<file path="config.mk">
export PLATFORM = sky130hd
export DESIGN_NAME = result_reader
export DESIGN_NICKNAME = d
export VERILOG_FILES = /design/src/rtl/result_pkg.sv /design/src/rtl/result_fifo.sv /design/src/rtl/result_reader.sv
export SDC_FILE = /design/constraint.sdc
export NUM_CORES = 1
export LEC_CHECK = 0
export BUFFER_PORTS_ARGS = -buffer_cell sky130_fd_sc_hd__buf_2
export CORE_MARGIN = 3
export CORE_UTILIZATION = 60
export CTS_BUF_LIST = sky130_fd_sc_hd__clkbuf_8
export DETAILED_ROUTE_END_ITERATION = 8
export PLACE_DENSITY_LB_ADDON = 0.15
export SETUP_SLACK_MARGIN = 0.2
export SLEW_MARGIN = 20
export SYNTH_ARGS = -nofsm -noshare
export SYNTH_HDL_FRONTEND = slang
export SYNTH_SLANG_ARGS = --single-unit
</file>
<file path="constraint.sdc">
create_clock -name clk -period 4.7 [get_ports clk]
set_input_delay 0.94 -clock clk [delete_from_list [all_inputs] [get_ports clk]]
set_output_delay 0.94 -clock clk [all_outputs]
set_load 0.03 [all_outputs]
</file>
<file path="src/rtl/result_pkg.sv">
// Shared definitions for the READ_RESULT readout path.
//   - Command opcodes used in header words.
//   - rd_state_t : readout FSM states.
//   - make_header: builds the {opcode, 4'h0, count} header word.
package result_pkg;

  localparam logic [3:0] START_CAL   = 4'h3;
  localparam logic [3:0] WRITE_VEC   = 4'h4;
  localparam logic [3:0] WRITE_MAT   = 4'h5;
  localparam logic [3:0] READ_RESULT = 4'h6;

  typedef enum logic [1:0] {
    IDLE,
    HEADER,
    STREAM,
    DONE
  } rd_state_t;

  function automatic logic [15:0] make_header(input logic [3:0] op, input logic [7:0] cnt);
    return {op, 4'h0, cnt};
  endfunction

endpackage

</file>
<file path="src/rtl/result_fifo.sv">
// Small synchronous FIFO used to prefetch result words ahead of the SPI side.
// Ports:
//   clk, rst_n : clock, asynchronous active-low reset
//   push, din  : write a word (ignored when full)
//   pop        : drop the head word (ignored when empty)
//   flush      : synchronous empty, wins over push/pop
//   dout       : head word, read straight from the storage registers
//   empty, full, count : occupancy status
module result_fifo #(
  parameter int unsigned WORD_SIZE  = 16,
  parameter int unsigned FIFO_DEPTH = 4
) (
  input  logic                                 clk,
  input  logic                                 rst_n,
  input  logic                                 push,
  input  logic                                 pop,
  input  logic                                 flush,
  input  logic [WORD_SIZE-1:0]                 din,
  output logic [WORD_SIZE-1:0]                 dout,
  output logic                                 empty,
  output logic                                 full,
  output logic [$clog2(FIFO_DEPTH+1)-1:0]      count
);

  localparam int unsigned PtrW = (FIFO_DEPTH > 1) ? $clog2(FIFO_DEPTH) : 1;
  localparam int unsigned CntW = $clog2(FIFO_DEPTH + 1);

  logic [WORD_SIZE-1:0] mem_q [FIFO_DEPTH];
  logic [PtrW-1:0]      wr_ptr_q, rd_ptr_q;
  logic [CntW-1:0]      count_q;
  logic                 do_push, do_pop;

  function automatic logic [PtrW-1:0] next_ptr(input logic [PtrW-1:0] ptr);
    return (ptr == PtrW'(FIFO_DEPTH - 1)) ? '0 : ptr + PtrW'(1);
  endfunction

  always_comb begin
    empty   = (count_q == '0);
    full    = (count_q == CntW'(FIFO_DEPTH));
    do_push = push && !full;
    do_pop  = pop && !empty;
    dout    = mem_q[rd_ptr_q];
    count   = count_q;
  end

  always_ff @(posedge clk or negedge rst_n) begin
    if (!rst_n) begin
      wr_ptr_q <= '0;
      rd_ptr_q <= '0;
      count_q  <= '0;
    end else if (flush) begin
      wr_ptr_q <= '0;
      rd_ptr_q <= '0;
      count_q  <= '0;
    end else begin
      if (do_push) wr_ptr_q <= next_ptr(wr_ptr_q);
      if (do_pop)  rd_ptr_q <= next_ptr(rd_ptr_q);
      case ({do_push, do_pop})
        2'b10:   count_q <= count_q + CntW'(1);
        2'b01:   count_q <= count_q - CntW'(1);
        default: count_q <= count_q;
      endcase
    end
  end

  // Storage needs no reset: occupancy alone decides what is valid.
  always_ff @(posedge clk) begin
    if (do_push && !flush) mem_q[wr_ptr_q] <= din;
  end

endmodule

</file>
<file path="src/rtl/result_reader.sv">
// READ_RESULT readout engine: sends a header word, then `count` words read from
// the result memory, over a valid/ready bus toward the SPI transmit path.
// Ports:
//   clk, rst_n               : clock, asynchronous active-low reset
//   start, abort             : controller sequencing (abort wins)
//   base_addr, count         : first address and word count, captured on start
//   mem_r_en/addr/data       : result memory read port (1-cycle read latency)
//   tx_data/valid, tx_ready  : stream toward SPI
//   busy, done               : status; done pulses once after the last word
module result_reader #(
  parameter int unsigned ADDR_SIZE   = 10,
  parameter int unsigned WORD_SIZE   = 16,
  parameter int unsigned FIFO_DEPTH  = 4,
  parameter logic [3:0]  READ_RESULT = 4'h6
) (
  input  logic                 clk,
  input  logic                 rst_n,
  input  logic                 start,
  input  logic                 abort,
  input  logic [ADDR_SIZE-1:0] base_addr,
  input  logic [7:0]           count,
  output logic                 mem_r_en,
  output logic [ADDR_SIZE-1:0] mem_r_addr,
  input  logic [WORD_SIZE-1:0] mem_r_data,
  output logic [WORD_SIZE-1:0] tx_data,
  output logic                 tx_valid,
  input  logic                 tx_ready,
  output logic                 busy,
  output logic                 done
);

  import result_pkg::*;

  localparam int unsigned CntW = $clog2(FIFO_DEPTH + 1);

  rd_state_t            state_q;
  logic [ADDR_SIZE-1:0] rd_addr_q;
  logic [7:0]           cnt_q, issued_q, sent_q;
  logic                 inflight_q;

  logic                 fifo_push, fifo_pop, fifo_flush, fifo_empty, fifo_full;
  logic [WORD_SIZE-1:0] fifo_head;
  logic [CntW-1:0]      fifo_count;
  logic                 active, credit, xfer;

  always_comb begin
    active = (state_q == HEADER) || (state_q == STREAM);
    // Reads already queued or in flight must never exceed the FIFO space.
    credit     = (32'(fifo_count) + 32'(inflight_q)) < FIFO_DEPTH;
    mem_r_en   = active && credit && (issued_q < cnt_q);
    mem_r_addr = mem_r_en ? rd_addr_q : '0;

    tx_valid = 1'b0;
    tx_data  = '0;
    case (state_q)
      HEADER: begin
        tx_valid = 1'b1;
        tx_data  = WORD_SIZE'(make_header(READ_RESULT, cnt_q));
      end
      STREAM: begin
        tx_valid = !fifo_empty;
        tx_data  = fifo_empty ? '0 : fifo_head;
      end
      default: ;
    endcase

    xfer       = tx_valid && tx_ready;
    fifo_push  = inflight_q;
    fifo_pop   = (state_q == STREAM) && xfer;
    fifo_flush = abort;
    busy       = (state_q != IDLE);
    done       = (state_q == DONE);
  end

  result_fifo #(
    .WORD_SIZE (WORD_SIZE),
    .FIFO_DEPTH(FIFO_DEPTH)
  ) u_fifo (
    .clk  (clk),
    .rst_n(rst_n),
    .push (fifo_push),
    .pop  (fifo_pop),
    .flush(fifo_flush),
    .din  (mem_r_data),
    .dout (fifo_head),
    .empty(fifo_empty),
    .full (fifo_full),
    .count(fifo_count)
  );

  always_ff @(posedge clk or negedge rst_n) begin
    if (!rst_n) begin
      state_q    <= IDLE;
      rd_addr_q  <= '0;
      cnt_q      <= '0;
      issued_q   <= '0;
      sent_q     <= '0;
      inflight_q <= 1'b0;
    end else if (abort) begin
      // Dropping inflight discards the read data that returns next cycle.
      state_q    <= IDLE;
      inflight_q <= 1'b0;
    end else begin
      inflight_q <= mem_r_en;
      if (mem_r_en) begin
        rd_addr_q <= rd_addr_q + ADDR_SIZE'(1);
        issued_q  <= issued_q + 8'd1;
      end
      case (state_q)
        IDLE: begin
          if (start) begin
            rd_addr_q <= base_addr;
            cnt_q     <= count;
            issued_q  <= '0;
            sent_q    <= '0;
            state_q   <= HEADER;
          end
        end
        HEADER: begin
          if (xfer) state_q <= (cnt_q != 8'd0) ? STREAM : DONE;
        end
        STREAM: begin
          if (xfer) begin
            sent_q <= sent_q + 8'd1;
            if (sent_q + 8'd1 == cnt_q) state_q <= DONE;
          end
        end
        DONE:    state_q <= IDLE;
        default: state_q <= IDLE;
      endcase
    end
  end

  // The credit check above keeps returning data from ever landing on a full FIFO.
  assert property (@(posedge clk) disable iff (!rst_n) !(fifo_push && fifo_full && !fifo_flush))
    else $error("result_reader: push into full prefetch FIFO");

endmodule

</file>
; Word level (Yosys, flattened, before mapping)
; Memory sizes are Yosys's and may differ from the RTL's.
; Cells that the tools add are included.
[totals]
regBits = 44
ram_bits = 64
memories = 1
[op_classes]
add_sub_neg = 8
order_cmp = 2
eq_ne = 15
mux = 31
n_bitwise = 1
n_reduce_logical = 22
[memory_table]
columns = memory, words, word_bits, read_ports, rd_clocked_by_memory_dff, write_ports, line
row1 = u_fifo.mem_q, 4, 16, 1, 0, 1, result_fifo.sv:28  ; logic [WORD_SIZE-1:0] mem_q [FIFO_DEPTH];
[op_table]
columns = operator, count
row1 = 10-bit 2-to-1 mux, 4
row2 = 8-bit 2-to-1 mux, 5
row3 = 16-bit case mux with 2 select lines, 1
row4 = 2-bit 2-to-1 mux, 11
row5 = 8-bit by 1-bit adder with 8-bit output (second input constant), 2
row6 = 16-bit 2-to-1 mux, 1
row7 = 8-bit case mux with 2 select lines, 1
row8 = 10-bit by 1-bit adder with 10-bit output (second input constant), 1
row9 = 2-bit equality test (second input constant), 5
row10 = 3-bit inequality test (second input constant), 3
row11 = 8-bit equality test, 1
row12 = 8-bit less-than comparator, 1
row13 = 2-bit case mux with 4 select lines, 1
row14 = 4-bit AND reduction, 2
row15 = 2-bit nonzero test, 4
row16 = 8-bit nonzero test, 1
row17 = 1-bit logical AND, 7
row18 = 3-bit case mux with 2 select lines, 1
row19 = 2-bit by 1-bit adder with 2-bit output (second input constant), 2
row20 = 3-bit by 1-bit adder with 4-bit output, 1
row21 = 2-bit by 1-bit equality test with 1-bit output (second input constant), 2
row22 = 4-bit by 3-bit less-than comparator with 1-bit output (second input constant), 1
row23 = 1-bit 2-to-1 mux, 4
row24 = 2-bit inequality test (second input constant), 2
row25 = 13 further kinds, 15

; Longest topological paths before layout
; Gate-level depths: netlist of run 1.
[logic_depth]
depth_word = 9
mapped_depth = 11
depth_no_buf = 10

; Cells and area by module
; From an unflattened synthesis of run 1, not the netlist that was laid out.
[hier_totals]
cells_unflattened = 474
area_unflattened_um2 = 5680.4
[modules_own_cells]
columns = module, instances, cells_per_inst, area_per_inst_um2
row1 = result_fifo, 1, 146, 2869.0
row2 = result_reader, 1, 328, 2811.4

; Least setup slack after synthesis of run 1
; No wires, ideal clock.
[synth_timing]
kind = register to output
startpoint = register cnt_q[1]
endpoint = output mem_r_addr[0]
arrival_ns = 2.126
required_time_ns = 3.760
setup_slack_ns = 1.634
stages_incl_launch_ff = 9
n_path_buf = 1
path_cell_list = dfrtp_1 > inv_1 > ha_1 > a21o_1 > a211o_1 > a21o_1 > clkinv_1 > buf_2 > ha_1
[synth_via]
elab_chain_len = 3
[synth_lines]
columns = element, line
row1 = from (decl), result_reader.sv:38  ; logic [7:0] cnt_q, issued_q, sent_q;
row2 = from (signal assigned), result_reader.sv:113  ; cnt_q <= count;
row3 = 8-bit less-than comparator, result_reader.sv:50  ; mem_r_en = active && credit && (issued_q < cnt_q);
row4 = 1-bit logical AND, result_reader.sv:50
row5 = named net mem_r_en, result_reader.sv:22  ; output logic mem_r_en,
row6 = 10-bit 2-to-1 mux, result_reader.sv:51  ; mem_r_addr = mem_r_en ? rd_addr_q : '0;
row7 = to (decl), result_reader.sv:23  ; output logic [ADDR_SIZE-1:0] mem_r_addr,
; The timed path passes the listed nets, and every way through them passes these cells.

; Final worst setup path of run 1
[layout_timing]
startpoint = register state_q[0]
endpoint = output mem_r_addr[0]
[layout_via]
elab_chain_len = 5
word_cells_on_any_way = 6
cone_classes = eq/ne (2) / mux (1) / reduce/logical (3)
[layout_lines]
columns = element, line
row1 = from (decl), result_reader.sv:36  ; rd_state_t state_q;
row2 = from (signal assigned), result_reader.sv:120  ; if (xfer) state_q <= (cnt_q != 8'd0) ? STREAM : DONE;
row3 = 2-bit by 1-bit equality test with 1-bit output / 2-bit equality test (equally long branches), result_reader.sv:47  ; active = (state_q == HEADER) || (state_q == STREAM);
row4 = 1-bit logical OR (*), result_reader.sv:47
row5 = 1-bit logical AND (*) (2 in a row), result_reader.sv:50
row6 = 10-bit 2-to-1 mux (*), result_reader.sv:51
; Every way passes the cells marked *; elsewhere a longest branch is shown, timed or not.

==> results of run 1 <==
==> layer usage <==
layer	track usage, %	wire, um
met2	36.7	5370
met4	5.11	92
met1	31.5	4900
met3	5.33	604
met5	0	0
==> where the power goes <==
part,switching [uW],internal [uW],total (uW),leakage (uW)
sequential,178,1150,1330,0.00115
clock,339,205,544,0.0000961
combinational,720,414,1130,0.00122
total,1240,1770,3010,0.00246
==> state kept, by name, summed over array words and instances, names as in the netlist <==
name,flops
fifo_push,1
state_q,2
cnt_q,8
sent_q,8
u_fifo.rd_ptr_q,2
u_fifo.wr_ptr_q,2
issued_q,8
u_fifo.mem_q,64
rd_addr_q,10
u_fifo.count,3
==> cell type report <==
cell class	instances	share of cell area, %
sequential	108	50.3
multi-input combinational	292	37.2
timing repair buffer	70	5.96
tap	108	2.25
clock buffer	9	2.06
inverter	19	1.19
clock inverter	7	1.02
==> worst paths after layout <==
check,from,end,slack (ps),cells past startpoint
worst min register to register,sent_q[1],sent_q[1],560,2
max in group asynchronous,rst_n,cnt_q[6],3730,1
worst max register to register,state_q[0],u_fifo.count[2],1700,9
worst max-delay path,state_q[0],mem_r_addr[0],670,8
worst min-delay path,rst_n,sent_q[0],540,1
min in group clk,sent_q[1],sent_q[1],560,2
==> critical path: stages (launching register included) <==
cell and delay (ps):
dfrtp_1 480, inv_1 110, ha_1 390, and3_1 180
o21ai_0 120, a21o_1 390, clkinv_1 520, ha_1 360
buf_2 170
==> metrics by stage <==
stage | instances | area [sq um]
floorplan | 442 | 5420
global placement | 597 | 5820
detailed placement | 597 | 5820
CTS | 613 | 6000
global route | 613 | 6010
finish | 613 | 6010
==> logic make-up after synthesis <==
family | synth area share (%)
AOI/OAI and AO/OA | 12.3
and+or+nand+nor | 13.7
muxes | 7.97
adders and majority gates | 4.99
buffers and inverters | 3.03
xor gates and xnor gates | 2.26
DFF | 55.8
==> synth_stat cells (6+ instances only) <==
cell	count
nand2b_1	10
a21o_1	9
mux4_2	16
dfrtp_1	44
mux2i_1	6
nor2_1	23
nand2_1	28
clkbuf_1	15
xnor2_1	9
and2_1	20
o21ai_0	18
a21oi_1	13
inv_1	18
nand3_1	14
edfxtp_1	64
ha_1	20
a22o_1	14
nor3_1	16
==> impl_metrics.env, run 1 <==
export IMPL_drc=0
export IMPL_yosysSeqAreaShare_pct=55.8
export IMPL_clk_pin_slew_worst_paths_ps=110
export IMPL_layout_common_cells="buf_2 (67), edfxtp_1 (64), dfrtp_1 (44)"
export IMPL_fin_nets=560
export IMPL_crit_required_ps=3760
export IMPL_nFillCells=668
export IMPL_cts_tree="built"
export IMPL_ys_ff_latch=108
export IMPL_grt_pass1_wl_mm=17.9
export IMPL_cts_sinks=108
export IMPL_antenna_found_initial=0
export IMPL_finalHoldWorstSlack_ps=543
export IMPL_synthCells=442
export IMPL_antenna_cells=0
export IMPL_setup_ws_ps=667
export IMPL_die_x_um=101
export IMPL_htree_levels=3
export IMPL_status="finished clean"
export IMPL_grt_usage_pct=22.7
export IMPL_rsz0062_at_grt="no"
export IMPL_vias=3697
export IMPL_port_buffers=68
export IMPL_final_common_cell="buf_2"
export IMPL_synth_distinct_cells=56
export IMPL_setup_tns_ps=0
export IMPL_io_pins=69
export IMPL_via_per_inst=6.03
export IMPL_regArea_sq_um=3020
export IMPL_hpwlAfterDp_mm=7.42
export IMPL_rows=34
export IMPL_antenna_left=0
export IMPL_max_freq_ghz=0.248
export IMPL_power_density_nw_per_um2=501
export IMPL_yosysWarningCount=0
export IMPL_multi_input_area_sq_um=2230
export IMPL_area_delta_synth_final_pct=10.9
export IMPL_wirelength_mm=11.0
export IMPL_syn_nets=502
export IMPL_cp_arrival_ps=3090
export IMPL_worst_setup_path_end_kind="primary output"
export IMPL_slew_violations=0
export IMPL_cts_path_max_buffers=2
export IMPL_synth_largest_area_cell="edfxtp_1"
export IMPL_period_needed_ps=4030
export IMPL_dr_pass1_iters=4
export IMPL_grt_max_degree=45
export IMPL_min_path_type="input pin to asynchronous set/reset pin"
export IMPL_syn_avg_cell_area_sq_um=12.3
export IMPL_leakage_uw=0.00246
export IMPL_yosys_top_cells_area="edfxtp_1 (35%), dfrtp_1 (20%), mux4_2 (6.7%)"
export IMPL_start_kind="flip-flop"
export IMPL_cts_root_buf="clkbuf_8"
export IMPL_post_drt_wl_per_cell_um=17.9
export IMPL_hold_violations=0
export IMPL_cts_resized=0
export IMPL_grt_pass1_vias=3585
export IMPL_relSlewSlack_pct=43.4
export IMPL_cts_hold_buf=0
export IMPL_post_synth_instance_area_sq_um=5420
export IMPL_drive_gt1_share_pct=21.6
export IMPL_clk_latency_ps=370
export IMPL_initial_core_util_pct=61.8
export IMPL_gr_total_overflow=0
export IMPL_maxCapViolCount=0
export IMPL_period_share_pct=85.8
export IMPL_synth_edf_count=64
export IMPL_skew_ps=10.1
export IMPL_path_class="flip-flop to primary output"
export IMPL_synthFlopType="edfxtp_1"
export IMPL_place_ws_ps=1090
export IMPL_synth_top_area_share_pct=35.5
export IMPL_drt_iter0_markers=186
export IMPL_setup_viol=0
export IMPL_die_h_um=101
export IMPL_core_area_sq_um=8760
export IMPL_cts_inserted_buffers=9
export IMPL_synthArstFlopShare_pct=40.7
export IMPL_gp_congestion=0.875
export IMPL_cp_max_fo=20
export IMPL_irDropWorstVdd_mv=0.279
export IMPL_post_route_util_pct=68.5
export IMPL_dieArea_sq_um=10200
export IMPL_max_slew_worst_pin_slew_ps=848
export IMPL_post_cts_buffers=0
export IMPL_p_total_uw=3010
Power figures use the tool's default switching activity.
==> run 2: changes to the inputs <==
- ABC_AREA: unset -> 1
==> impl_metrics.env, run 2 <==
export IMPL_status="finished clean"
export IMPL_via_per_inst=5.60
export IMPL_cts_hold_buf=0
export IMPL_grt_max_degree=45
export IMPL_maxCapViolCount=0
export IMPL_syn_nets=683
export IMPL_antenna_cells=0
export IMPL_path_class="flip-flop to primary output"
export IMPL_slew_violations=0
export IMPL_top_regs="u_fifo.mem_q x64, rd_addr_q x10"
export IMPL_syn_avg_cell_area_sq_um=8.83
export IMPL_largest_register="u_fifo.mem_q"
export IMPL_die_h_um=102
export IMPL_area_delta_synth_final_pct=11.5
export IMPL_die_x_um=102
export IMPL_drive_gt1_share_pct=14.6
export IMPL_p_int_uw=1700
export IMPL_relSlewSlack_pct=33.9
export IMPL_synth_compound_area_share_pct=10.9
export IMPL_synth_top_area_share_pct=34.9
export IMPL_finalHoldWorstSlack_ps=546
export IMPL_synthSimpleGateAreaFrac_pct=22.3
export IMPL_post_synth_instance_area_sq_um=5500
export IMPL_ys_top_cells_by_count="nand2_1 (129), nor2_1 (103), o21ai_0 (65)"
export IMPL_clk_pin_slew_worst_paths_ps=110
export IMPL_period_share_pct=75.9
export IMPL_setup_viol=0
export IMPL_gp_congestion=0.909
export IMPL_cts_root_buf="clkbuf_8"
export IMPL_period_needed_ps=3570
export IMPL_core_area_sq_um=8810
export IMPL_initial_core_util_pct=62.4
export IMPL_power_frac_seq_pct=42.9
export IMPL_io_pins=69
export IMPL_skew_ps=16.1
export IMPL_synthFlopType="edfxtp_1"
export IMPL_synthArstFlopShare_pct=40.7
export IMPL_dieArea_sq_um=10400
export IMPL_clk_latency_ps=380
export IMPL_cts_inserted_buffers=9
export IMPL_irDropWorstVdd_mv=0.230
export IMPL_ys_ff_latch=108
export IMPL_synthAdderAreaFrac_pct=4.91
export IMPL_cp_arrival_ps=2630
export IMPL_cts_tree="built"
export IMPL_power_density_nw_per_um2=483
export IMPL_synth_top_family_by_area="simple AND/OR/NAND/NOR gates"
export IMPL_min_path_type="input pin to asynchronous set/reset pin"
export IMPL_synth_edf_count=64
export IMPL_post_drt_wl_per_cell_um=15.2
export IMPL_leakage_uw=0.00273
export IMPL_max_slew_worst_pin_slew_ps=991
export IMPL_grt_pass1_vias=4199
export IMPL_start_kind="flip-flop"
export IMPL_p_sw_uw=1260
export IMPL_grt_usage_pct=24.5
export IMPL_wirelength_mm=12.2
export IMPL_port_buffers=68
export IMPL_drt_iter0_markers=279
export IMPL_yosysSeqAreaShare_pct=55.0
export IMPL_fin_nets=746
export IMPL_drc=0
export IMPL_cts_resized=0
export IMPL_synthCells=623
export IMPL_antenna_left=0
export IMPL_clkPwrFrac_pct=19.1
export IMPL_dr_pass1_iters=5
export IMPL_layout_common_cells="nand2_1 (129), nor2_1 (101), buf_2 (67)"
export IMPL_pwr_share_comb_pct=38.0
export IMPL_yosysWarningCount=0
export IMPL_crit_required_ps=3760
export IMPL_synth_distinct_cells=34
export IMPL_worst_setup_path_end_kind="primary output"
export IMPL_rsz0062_at_grt="no"
export IMPL_antenna_found_initial=0
export IMPL_yosys_top_cells_area="edfxtp_1 (35%), dfrtp_1 (20%), nand2_1 (8.8%)"
export IMPL_cts_path_max_buffers=2
export IMPL_final_common_cell="nand2_1"
export IMPL_synth_most_common_cell="nand2_1"
export IMPL_swShare_pct=42.6
export IMPL_largest_reg_flops=64
export IMPL_gr_total_overflow=0
export IMPL_synth_xor_area_share_pct=1.27
export IMPL_cts_sinks=108
export IMPL_cp_max_fo=35
export IMPL_synth_largest_area_cell="edfxtp_1"
export IMPL_setup_tns_ps=0
export IMPL_rows=34
export IMPL_grt_pass1_wl_mm=19.7
export IMPL_vias=4474
export IMPL_post_cts_buffers=0
export IMPL_htree_levels=3
export IMPL_max_freq_ghz=0.280
export IMPL_hpwlAfterDp_mm=8.61
export IMPL_hold_violations=0
export IMPL_synthMuxAreaShare_pct=0
## run 2: changes by cell type after synthesis, sizes merged, moves of 9 or more
cell / delta
nor3: -11
a21o: -9
o21ai: +50
nand2: +105
and2: -20
nand3: +30
a22o: -14
nand2b: -10
mux4: -16
nor2: +82
inv: +43
o22ai: +18
## run 2: cells by family after synthesis
kind of cell | Yosys count
adders and majority gates | 21
buffers and inverters | 81
and+or+nand+nor | 296
DFF | 108
xor gates and xnor gates | 8
AOI/OAI and AO/OA | 109
## run 2: cell type report
cell class	count	area, sq um
inverter	61	229
timing repair buffer	72	373
multi-input combinational	434	2170
tap	108	135
sequential	108	3020
clock buffer	9	124
fill	723	2680
clock inverter	7	75.1
## run 2: critical path: stages (launching register included)
cell and delay, ps:
dfrtp_1 380, buf_4 230, inv_1 760, o21ai_0 170, o22ai_1 180, nand2_1 120, o21ai_0 150, buf_2 260
## run 2: path summary, 6_finish.rpt
| path | start | end | slack (ps) | cells after the start |
|---|---|---|---|---|
| max reg2reg | state_q[0] | u_fifo.count[1] | 2030 | 9 |
| min | rst_n | cnt_q[2] | 550 | 1 |
| min in group clk | issued_q[7] | issued_q[7] | 550 | 2 |
| max in group asynchronous | rst_n | issued_q[6] | 3750 | 1 |
| max | u_fifo.rd_ptr_q[0] | tx_data[6] | 1130 | 7 |
| min reg2reg | issued_q[7] | issued_q[7] | 550 | 2 |
## run 2: power groups by stage
stage	Sequential (uW)	Combinational (uW)	Clock (uW)
6_report	1270	1130	565
4_1_cts	1270	1130	576
2_1_floorplan	1260	846	0
5_1_grt	1290	1260	614
3_5_place_dp	1290	1120	0
3_3_place_gp	1280	1100	0
## run 2: through the flow
stage          instances  power (uW)  area, sq um  worst slack, ps  util [%]
2_1_floorplan        623        2100         5500             1620         -
3_3_place_gp         783        2380         5930             1590      67.3
3_5_place_dp         783        2410         5930             1530      67.3
4_1_cts              799        2970         6130             1130      69.6
5_1_grt              799        3170         6130              924      69.6
6_report             799        2960         6130             1130      69.6
## run 2: per-layer routing
metal	up-vias	wire length [um]	GRT usage, %
li1	2204	-	-
met1	2127	5460	33.9
met2	128	5900	40.4
met3	15	646	5.17
met4	0	153	4.70
met5	-	0	0
